--- config.mk ---
export PLATFORM = sky130hd
export DESIGN_NAME = task_6_stream_arbiter
export DESIGN_NICKNAME = d
export VERILOG_FILES = /design/src/rtl/task_6_stream_arbiter.sv
export SDC_FILE = /design/constraint.sdc
export NUM_CORES = 1
export LEC_CHECK = 0
export BUFFER_PORTS_ARGS = -buffer_cell sky130_fd_sc_hd__buf_2
export CAP_MARGIN = 30
export CORE_UTILIZATION = 47
export CTS_CLUSTER_DIAMETER = 60
export DETAILED_ROUTE_END_ITERATION = 16
export PLACE_DENSITY_LB_ADDON = 0.08
export SLEW_MARGIN = 10
export SYNTH_ARGS = -nofsm -noshare
export SYNTH_HDL_FRONTEND = slang
export SYNTH_SLANG_ARGS = --single-unit
export TNS_END_PERCENT = 100
--- constraint.sdc ---
create_clock -name i_clk -period 2.7 [get_ports i_clk]
set_clock_uncertainty 0.1 [all_clocks]
set_input_delay 0.135 -clock i_clk [delete_from_list [all_inputs] [get_ports i_clk]]
set_output_delay 0.135 -clock i_clk [all_outputs]
set_load 0.02 [all_outputs]
--- src/rtl/task_6_stream_arbiter.sv ---
// Packet-granular round-robin arbiter that shares one byte-stream input stage among NUM_SRC sources.
// A grant is held from the first beat until last (or the length guard), followed by a one-cycle gap.
module task_6_stream_arbiter #(
    parameter int NUM_SRC     = 4,
    parameter int MAX_PKT_LEN = 256,
    localparam int IDW = $clog2(NUM_SRC),
    localparam int CW  = $clog2(MAX_PKT_LEN + 1)
) (
    input  logic                 i_clk,
    input  logic                 i_rst,
    input  logic [NUM_SRC-1:0]   i_src_valid,
    input  logic [8*NUM_SRC-1:0] i_src_data,
    input  logic [NUM_SRC-1:0]   i_src_last,
    output logic [NUM_SRC-1:0]   o_src_ready,
    output logic                 o_tdata_valid,
    output logic [7:0]           o_tdata,
    output logic                 o_tdata_last,
    input  logic                 i_tready,
    output logic                 o_grant_valid,
    output logic [IDW-1:0]       o_grant_id,
    output logic                 o_pkt_done,
    output logic                 o_overflow,
    output logic [1:0]           o_state
);

    // Handshake: a beat moves when o_tdata_valid && i_tready on a rising edge; the granted
    // source sees o_src_ready = i_tready, so its valid/ready pair is the downstream pair.
    typedef enum logic [1:0] {
        s_IDLE = 2'd0,
        s_XFER = 2'd1,
        s_GAP  = 2'd2
    } state_t;

    state_t         state_q, state_d;
    logic [IDW-1:0] grant_q, grant_d;
    logic [IDW-1:0] rr_q, rr_d;
    logic [CW-1:0]  cnt_q, cnt_d;
    logic           done_q, done_d;
    logic           ovf_q, ovf_d;

    logic [7:0]     data_arr [NUM_SRC];
    logic           found;
    logic [IDW-1:0] winner;
    logic [IDW-1:0] cand;
    logic           sel_valid, sel_last, at_limit, beat;
    logic [7:0]     sel_data;

    for (genvar k = 0; k < NUM_SRC; k++) begin : g_unpack
        assign data_arr[k] = i_src_data[8*k +: 8];
    end

    // Scan starts one past the last served source, so it gets lowest priority.
    always_comb begin
        found  = 1'b0;
        winner = '0;
        cand   = '0;
        for (int i = 1; i <= NUM_SRC; i++) begin
            cand = IDW'((int'(rr_q) + i) % NUM_SRC);
            if (!found && i_src_valid[cand]) begin
                found  = 1'b1;
                winner = cand;
            end
        end
    end

    assign sel_valid = i_src_valid[grant_q];
    assign sel_last  = i_src_last[grant_q];
    assign sel_data  = data_arr[grant_q];
    assign at_limit  = (cnt_q == CW'(MAX_PKT_LEN - 1));
    assign beat      = (state_q == s_XFER) && sel_valid && i_tready;

    always_comb begin
        o_src_ready   = '0;
        o_tdata_valid = 1'b0;
        o_tdata       = '0;
        o_tdata_last  = 1'b0;
        if (state_q == s_XFER) begin
            o_src_ready[grant_q] = i_tready;
            o_tdata_valid        = sel_valid;
            o_tdata              = sel_data;
            o_tdata_last         = sel_valid && (sel_last || at_limit);
        end
    end

    always_comb begin
        state_d = state_q;
        grant_d = grant_q;
        rr_d    = rr_q;
        cnt_d   = cnt_q;
        done_d  = 1'b0;
        ovf_d   = 1'b0;
        case (state_q)
            s_IDLE: begin
                if (found) begin
                    grant_d = winner;
                    cnt_d   = '0;
                    state_d = s_XFER;
                end
            end
            s_XFER: begin
                if (beat) begin
                    cnt_d = cnt_q + 1'b1;
                    // A guard-terminated packet still ends cleanly with a last beat.
                    if (sel_last || at_limit) begin
                        state_d = s_GAP;
                        rr_d    = grant_q;
                        done_d  = 1'b1;
                        ovf_d   = !sel_last;
                    end
                end
            end
            s_GAP:   state_d = s_IDLE;
            default: state_d = s_IDLE;
        endcase
    end

    always_ff @(posedge i_clk) begin
        if (i_rst) begin
            state_q <= s_IDLE;
            grant_q <= '0;
            rr_q    <= IDW'(NUM_SRC - 1);
            cnt_q   <= '0;
            done_q  <= 1'b0;
            ovf_q   <= 1'b0;
        end else begin
            state_q <= state_d;
            grant_q <= grant_d;
            rr_q    <= rr_d;
            cnt_q   <= cnt_d;
            done_q  <= done_d;
            ovf_q   <= ovf_d;
        end
    end

    assign o_grant_valid = (state_q == s_XFER);
    assign o_grant_id    = grant_q;
    assign o_pkt_done    = done_q;
    assign o_overflow    = ovf_q;
    assign o_state       = state_q;

endmodule

==> results of run 1 <==
==> state kept, by name, summed over array words and instances (netlist names) <==
| signal | count |
|---|---|
| cnt_q | 9 |
| o_grant_id | 2 |
| o_state | 2 |
| rr_q | 2 |
| o_overflow | 1 |
| o_pkt_done | 1 |
==> metrics by stage <==
step           instances  cell area [um^2]  util (%)  hold slack, ps  setup WS, ps
2_1_floorplan        123              1149         -           236.2         755.1
3_3_place_gp         210              1479     65.59           324.2         812.6
3_5_place_dp         210              1479     65.59           345.5         656.2
4_1_cts              214              1509     66.93           16.02         527.1
5_1_grt              214              1509     66.93           27.71         322.8
6_report             214              1509     66.93           16.87         526.6
==> layer usage <==
metal / wire (um) / up-vias / part of all wire (%)
met5: 0 / - / 0
met4: 16 / 0 / 0.51
met3: 207 / 2 / 6.6
met2: 1634 / 43 / 52
met1: 1279 / 592 / 41
li1: - / 592 / -
==> cells in the mapped netlist, drive strengths merged <==
master   number
dfxtp        17
a21oi        12
and2         11
mux4         10
nand2         8
inv           6
nor2          5
o21ai         5
nand3         4
nor3          4
or4           4
and3          3
buf           3
clkbuf        3
o31ai         3
ha            2
nand2b        2
nand3b        2
o211ai        2
or3           2
a211o         1
a22oi         1
a2bb2oi       1
a31oi         1
and3b         1
and4          1
mux2i         1
nor2b         1
nor4          1
o2111ai       1
o21a          1
o22ai         1
o31a          1
or2           1
xor2          1
==> area by class of cell <==
| class | instances | area, um^2 | share of cell area [%] |
|---|---|---|---|
| clock buffer | 3 | 22.52 | 1.493 |
| clock inverter | 1 | 7.507 | 0.4975 |
| inverter | 6 | 22.52 | 1.493 |
| multi-input combinational | 94 | 750.7 | 49.75 |
| sequential | 17 | 340.3 | 22.55 |
| tap | 28 | 35.03 | 2.322 |
| timing repair buffer | 65 | 330.3 | 21.89 |
==> power groups by stage <==
stage | registers (W) | clock network [W] | logic [W]
floorplan | 0.000277 | 0 | 0.000132
global placement | 0.000270 | 0 | 0.000204
detailed placement | 0.000271 | 0 | 0.000210
CTS | 0.000265 | 0.000148 | 0.000210
global route | 0.000267 | 0.000157 | 0.000226
finish | 0.000265 | 0.000147 | 0.000210
==> cell families after synthesis <==
kind of cell / synth area share [%]
simple gates: 24.62
compound gates: 16.67
flops: 29.63
buf+inv: 5.010
mux: 21.13
fa+ha+maj: 2.178
xor+xnor: 0.7627
==> final timing paths <==
path,startpoint,end,slack [ps],depth (start not counted)
min reg2reg,cnt_q[5],cnt_q[5],390,2
min,i_rst,cnt_q[8],20,2
max,o_state[0],o_src_ready[3],530,4
max reg2reg,o_state[0],rr_q[1],660,4
==> qor.txt, run 1 <==
status -> completed
Power Total -> 0.0006222 W
CP required -> 2470 ps
met2 usage -> 43.07%
unrepaired setup endpoints after global routing -> false
Area growth, synth to finish -> 31.37%
clk_lat worst skew -> 300 ps
highest net fanout along the worst path -> 15
Pint -> 0.0004118 W
largest net degree at the start of global routing -> 17
fin. max-slew vios -> 0
Syn Area/Cell -> 9.338 um^2
critical path data arrival time -> 1940 ps
Rows -> 17
Fillers -> 213
mean number of vias per cell -> 5.743
total gr overflow -> 0
number of global-route vias before repair -> 1,054
met1 Resource Use GR -> 27.54%
I/O pins -> 64
library cells used by synthesis -> 38
critical path type -> flip-flop to output port
Synth Cell Area -> 1149 um^2
CORE AREA -> 2255 um^2
diodes inserted -> 0
synth warn -> 0
leakage power -> 0.6929 nW
RD Place Congestion -> 0.8606
Hold Path Class -> input port to flip-flop
die width -> 51.44 um
CP endpoint kind -> output port
PortBufs -> 63
final setup vio count -> 0
crit path time final -> 2173 ps
synth top area cells -> dfxtp_1, mux4_2, and2_1
first-pass GRT wire length -> 4623 um
Buf/Inv on CP -> 1
nets@finish -> 232
FF+latch count, synth -> 17
share of the synthesized area in the top cell type -> 29.63%
clock share of power -> 23.6%
clock root buffer -> clkbuf_4
Die Span Y -> 51.44 um
hold_buf cts -> 0
All-Layer GR Usage -> 24.02%
Syn Nets -> 168
clock transition at the registers of the reported paths -> 120 ps
VDD IR max -> 0.3775 mV
hpwl dp -> 2484 um
CTS tree -> built
Pwr per Cell Area -> 412.4 nW/um^2
Post-CTS Resized -> 0
Switching Power -> 0.0002104 W
Logic pwr share -> 33.7%
Setup TNS -> 0 ps
clock tree buffer depth -> 2
post-route ant nets -> 0
delay-heaviest family, CP -> simple AND/OR/NAND/NOR gates
htree depth -> 1
final period utilization -> 80.49%
clk sinks -> 17
Rel. slew slack -> 49.50%
post-synthesis instance total -> 123
Initial DRT Pass Iterations -> 4
Top Usage Layer GRT -> met2
max cap viols -> 0
vias -> 1,229
initial core utilization -> 50.94%
setup bufs post-CTS -> 0
Seq/Total Area, Yosys -> 29.63%
most common cell after layout, fill and taps aside -> buf_2
die area -> 2646 um^2
Slew @ Worst Pin -> 756.0 ps
Final Hold Fails -> 0
DRT Wirelength -> 3137 um
Reg power frac -> 42.7%
total CTS buffers -> 3
Worst Setup Start Kind -> flip-flop
First DRT Iteration DRCs -> 22
initial antenna violation count -> 0
commonest cells after routing, fill and taps aside -> buf_2, dfxtp_1, a21oi_1
Routed WL per cell -> 14.66 um
M3 GR Usage -> 6.845%
sw frac -> 33.81%
max frequency -> 460.1 MHz
leading area contributor after synthesis -> dfxtp_1
layout cells sized above 1 -> 42.47%
Crit-path slowest cell -> nor2b_1
DRC Markers -> 0
CP Cell Sequence -> nor2b_1, and2_1, and3_1, buf_2
delay of the slowest cell on the worst path -> 640 ps
(Power assumes the default switching activity.)
==> run 2, diff against run 1 <==
- CORE_UTILIZATION: 47 -> 39
- clock period: 2.7 -> 1.88 ns (I/O delays scaled with it)
==> qor.txt, run 2 (synthesized netlist as in run 1, its figures left out) <==
clock root buffer -> clkbuf_4
Setup TNS -> 0 ps (unchanged)
largest net degree at the start of global routing -> 17 (unchanged)
max frequency -> 548.3 MHz
commonest cells after routing, fill and taps aside -> buf_2, a21oi_1, mux4_2, dfxtp_1, nand2_1
Rows -> 19 (+2)
CORE AREA -> 2781 um^2 (+23%)
VDD IR max -> 0.4312 mV (+14%)
DRC Markers -> 0 (unchanged)
Initial DRT Pass Iterations -> 4 (unchanged)
max reg flops -> 9 (unchanged)
hpwl dp -> 2443 um (-1.6%)
highest net fanout along the worst path -> 3 (-12)
layout cells sized above 1 -> 51.81% (+9.3 points)
status -> completed
critical path type -> flip-flop to output port
Worst Setup Start Kind -> flip-flop
I/O pins -> 64 (unchanged)
die area -> 3166 um^2 (+20%)
Top reg by flops -> cnt_q
Pwr per Cell Area -> 572.4 nW/um^2 (+39%)
clk_lat worst skew -> 290 ps (about the same)
Die Span Y -> 56.27 um (+9.4%)
Slew @ Worst Pin -> 461.0 ps (-295.0 ps)
delay-heaviest family, CP -> multiplexers
Crit-path slowest cell -> mux4_2
CP endpoint kind -> output port
Area growth, synth to finish -> 41.83%
slack of the critical path -> 56.17 ps (-470.5 ps)
initial core utilization -> 41.30% (-9.6 points)
RD Place Congestion -> 0.7631 (-11%)
dpl ws -> 125.3 ps (-531.0 ps)
number of global-route vias before repair -> 1,152 (+9.3%)
htree depth -> 1 (unchanged)
clock tree buffer depth -> 2 (unchanged)
Rel. slew slack -> 68.99% (+19 points)
total CTS buffers -> 3 (unchanged)
Hold Path Class -> input port to flip-flop
leakage power -> 0.7358 nW (+6.2%)
most common cell after layout, fill and taps aside -> buf_2
unrepaired setup endpoints after global routing -> true
First DRT Iteration DRCs -> 26 (+18%)
WP depth -> 4 (unchanged)
CP Cell Sequence -> mux4_2, and2_1, o21a_1, buf_2
Final Hold Fails -> 0 (unchanged)
PortBufs -> 63 (unchanged)
critical path data arrival time -> 1630 ps (-310 ps)
CP required -> 1690 ps (-780 ps)
clock transition at the registers of the reported paths -> 100 ps (-20 ps)
Hold Path Depth -> 3 (+1)
first-pass GRT wire length -> 5133 um (+11%)
fin. max-slew vios -> 0 (unchanged)
total gr overflow -> 0 (unchanged)
CTS tree -> built
DRT Wirelength -> 3159 um (+0.70%)
Worst R2R Path Depth -> 5 (+1)
All-Layer GR Usage -> 20.86% (-3.2 points)
max cap viols -> 0 (unchanged)
vias -> 1,235 (+0.49%)
initial antenna violation count -> 0 (unchanged)
post-route ant nets -> 0 (unchanged)
final period utilization -> 97.01%
nets@finish -> 239 (+3.0%)
mean number of vias per cell -> 5.513 (-4.0%)
final setup vio count -> 0 (unchanged)
delay of the slowest cell on the worst path -> 530 ps (-110 ps)
diodes inserted -> 0 (unchanged)
Routed WL per cell -> 14.10 um (-3.8%)
clk sinks -> 17 (unchanged)
crit path time final -> 1824 ps
die width -> 56.27 um (+9.4%)
Buf/Inv on CP -> 1 (unchanged)
## run 2: final cells by class
type / count / area (um^2)
fill: 279 / 1152
multi-input combinational: 94 / 762.0
inverter: 6 / 22.52
clock inverter: 1 / 7.507
timing repair buffer: 72 / 421.7
sequential: 17 / 354.1
clock buffer: 3 / 22.52
tap: 31 / 38.79
## run 2: metrics by stage
| stage | hold WS (ps) | instances | power, W | util, % | area, um^2 |
|---|---|---|---|---|---|
| 6_report | 53.89 | 224 | 0.0009324 | 58.57 | 1629 |
| 5_1_grt | 45.03 | 224 | 0.0009884 | 58.57 | 1629 |
| 4_1_cts | 47.70 | 223 | 0.0009158 | 56.73 | 1578 |
| 3_5_place_dp | 297.6 | 216 | 0.0006978 | 54.34 | 1511 |
| 3_3_place_gp | 287.9 | 216 | 0.0006930 | 54.34 | 1511 |
| 2_1_floorplan | 195.2 | 123 | 0.0005894 | - | 1155 |
## run 2: timing repair
action	4_1_cts	5_1_grt
endpoints found under the setup margin	9	11
pin swaps	0	3
gates cloned	1	0
resized for setup	5	23
hold buffers	1	0
setup buffers	1	1
hold endpoints to repair	6	0
## run 2: metal layers
layer	vias to the layer above	wire length [um]	part of all wire [%]	track usage (%)
li1	609	-	-	-
met1	591	1339	42	24.49
met2	33	1633	52	36.90
met3	2	155	4.9	5.069
met4	0	31	0.98	7.317
met5	-	0	0	0
## run 2: worst paths after layout
check | start | endpoint | slack (ps)
worst max-delay path | o_grant_id[1] | o_tdata_last | 60
worst min register to register | cnt_q[8] | cnt_q[8] | 380
worst max register to register | o_grant_id[1] | cnt_q[3] | 150
worst min-delay path | i_src_valid[2] | o_grant_id[1] | 50
## run 2: tightest hold or removal path: cells and delay by family
kind | cells | cell delay (ps)
buffers and inverters | 1 | 110
AO/OA/AOI/OAI | 2 | 200
## run 2: power breakdown
part           switching, W  internal, W
registers         0.0000135     0.000370
clock network      0.000120    0.0000809
logic              0.000167     0.000181
total              0.000300     0.000632
==> run 3, diff against run 2 <==
- GPL_TIMING_DRIVEN: not set -> 0
==> qor.txt, run 3 (synthesized netlist as in run 1, its figures left out) <==
CP endpoint kind -> output port
leakage power -> 0.7498 nW (+1.9%)
hold path endpoint -> o_pkt_done
clk sinks -> 17 (unchanged)
layout cells sized above 1 -> 50.78% (-1.0 points)
clk_lat worst skew -> 290 ps (about the same)
nets@finish -> 239 (unchanged)
unrepaired setup endpoints after global routing -> true
max frequency -> 538.9 MHz (-1.7%)
Worst R2R Path Depth -> 6 (+1)
delay-heaviest family, CP -> multiplexers
most common cell after layout, fill and taps aside -> buf_2
Worst Setup Start Kind -> flip-flop
status -> completed
highest net fanout along the worst path -> 6 (+3)
M3 GR Usage -> 3.456% (-1.6 points)
Die Span Y -> 56.27 um (unchanged)
Initial DRT Pass Iterations -> 4 (unchanged)
initial antenna violation count -> 0 (unchanged)
Final Hold Fails -> 0 (unchanged)
total CTS buffers -> 3 (unchanged)
DRT Wirelength -> 3098 um (-1.9%)
critical path type -> flip-flop to output port
mean number of vias per cell -> 5.478 (-0.65%)
total gr overflow -> 0 (unchanged)
max reg flops -> 9 (unchanged)
Slew @ Worst Pin -> 451.4 ps (-9.597 ps)
clock root buffer -> clkbuf_4
Top reg by flops -> cnt_q
die area -> 3166 um^2 (unchanged)
RD Place Congestion -> 0.7871 (+3.1%)
r2r endpoint -> cnt_q[4]
Setup TNS -> 0 ps (unchanged)
All-Layer GR Usage -> 19.36% (-1.5 points)
CP Cell Sequence -> clkbuf_16, mux4_2, and2_1, buf_2
clock transition at the registers of the reported paths -> 110 ps (about the same)
commonest cells after routing, fill and taps aside -> buf_2, a21oi_1, dfxtp_1
max cap viols -> 0 (unchanged)
I/O pins -> 64 (unchanged)
CTS tree -> built
CORE AREA -> 2781 um^2 (unchanged)
Area growth, synth to finish -> 44.12%
largest net degree at the start of global routing -> 12 (-5)
initial core utilization -> 41.30% (unchanged)
hold_buf cts -> 0 (-1)
Reg2Reg Setup Slack -> 80 ps (-70 ps)
crit path time final -> 1856 ps (+31.90 ps)
clock tree buffer depth -> 2 (unchanged)
worst hold slack -> 67.41 ps (+13.52 ps)
CP required -> 1690 ps (about the same)
Buf/Inv on CP -> 2 (+1)
diodes inserted -> 0 (unchanged)
number of global-route vias before repair -> 1,114 (-3.3%)
Crit-path slowest cell -> mux4_2
Pwr per Cell Area -> 577.4 nW/um^2 (+0.87%)
Hold Startpoint -> i_rst
Routed WL per cell -> 13.83 um (-1.9%)
DRC Markers -> 0 (unchanged)
Fillers -> 267 (-4.3%)
Rows -> 19 (unchanged)
Rel. slew slack -> 69.63% (+0.65 points)
Hold Path Class -> input port to flip-flop
die width -> 56.27 um (unchanged)
met2 usage -> 33.84% (-3.1 points)
First DRT Iteration DRCs -> 22 (-15%)
vias -> 1,227 (-0.65%)
hpwl dp -> 2383 um (-2.5%)
reg2reg start -> o_grant_id[0]
VDD IR max -> 0.4176 mV (-3.2%)
critical path data arrival time -> 1660 ps (+30 ps)
Hold Path Depth -> 2 (-1)
met1 Resource Use GR -> 24.56% (+0.072 points)
delay of the slowest cell on the worst path -> 480 ps (-50 ps)
final period utilization -> 98.71% (+1.7 points)
first-pass GRT wire length -> 4871 um (-5.1%)
htree depth -> 1 (unchanged)
post-route ant nets -> 0 (unchanged)
final setup vio count -> 0 (unchanged)
PortBufs -> 62 (-1.6%)
Top Usage Layer GRT -> met2
fin. max-slew vios -> 0 (unchanged)
==> run 3: changes by cell type in the layout (fill, tap and decap cells not counted), moves of 2 or more <==
cell and change:
dfxtp_1 +2, dfxtp_2 -2, clkbuf_2 +2, buf_2 -3
==> run 3: how the worst max path moves through the flow <==
stage	depth (start not counted)	startpoint	to	slack [ps]
finish	4	o_grant_id[0]	o_tdata[1]	20
CTS	5	o_grant_id[1]	o_tdata_last	-20
global placement	6	o_grant_id[1]	cnt_q[4]	20
detailed placement	6	o_grant_id[1]	cnt_q[4]	-20
floorplan	6	o_grant_id[1]	cnt_q[4]	20
global route	4	o_grant_id[0]	o_tdata[2]	-10
==> run 3: cell type report <==
class / count / area [um^2] / area share [%]
plain buffers: 5 / 45.04 / 2.721
multi-input cells: 94 / 768.2 / 46.41
flip-flops and latches: 17 / 351.6 / 21.24
clock inverters: 1 / 7.507 / 0.4535
inverters: 6 / 22.52 / 1.361
repair buffers: 67 / 399.1 / 24.11
clock buffers: 3 / 22.52 / 1.361
well taps: 31 / 38.79 / 2.343
==> run 3: worst reg2reg max path, stage by stage (launching register included) <==
cell	delay (ps)
dfxtp_4	400
buf_4	140
mux4_2	250
a2bb2oi_2	100
buf_6	150
or4_1	460
a21oi_1	140
==> run 3: per-stage QoR <==
step | util, % | worst slack, ps | instance area (um^2) | std cells | total power, W
2_1_floorplan | - | 24.20 | 1155 | 123 | 0.0005894
3_3_place_gp | 54.07 | 19.45 | 1504 | 216 | 0.0006926
3_5_place_dp | 54.07 | -17.23 | 1504 | 216 | 0.0006984
4_1_cts | 56.77 | -19.77 | 1579 | 222 | 0.0009270
5_1_grt | 59.51 | -13.59 | 1655 | 224 | 0.001011
6_report | 59.51 | 24.27 | 1655 | 224 | 0.0009557
==> run 3: metal layers <==
layer  routed length, um  vias to the layer above
li1                    -                      606
met1                1326                      582
met2                1599                       37
met3                 154                        2
met4                  17                        0
met5                   0                        -
==> run 3: power breakdown <==
| group | leakage (nW) | total, W | internal [W] | switching [W] |
|---|---|---|---|---|
| Combinational | 0.595 | 0.000365 | 0.000196 | 0.000169 |
| Sequential | 0.141 | 0.000388 | 0.000371 | 0.0000177 |
| Clock | 0.0139 | 0.000202 | 0.0000807 | 0.000121 |
==> run 3: what timing repair did <==
action                                  in CTS  in global routing
setup buffers                                2                  2
pin swaps                                    0                  1
endpoints found under the setup margin      16                 17
hold endpoints to repair                     0                  0
resized for setup                           12                 20
gates cloned                                 0                  1
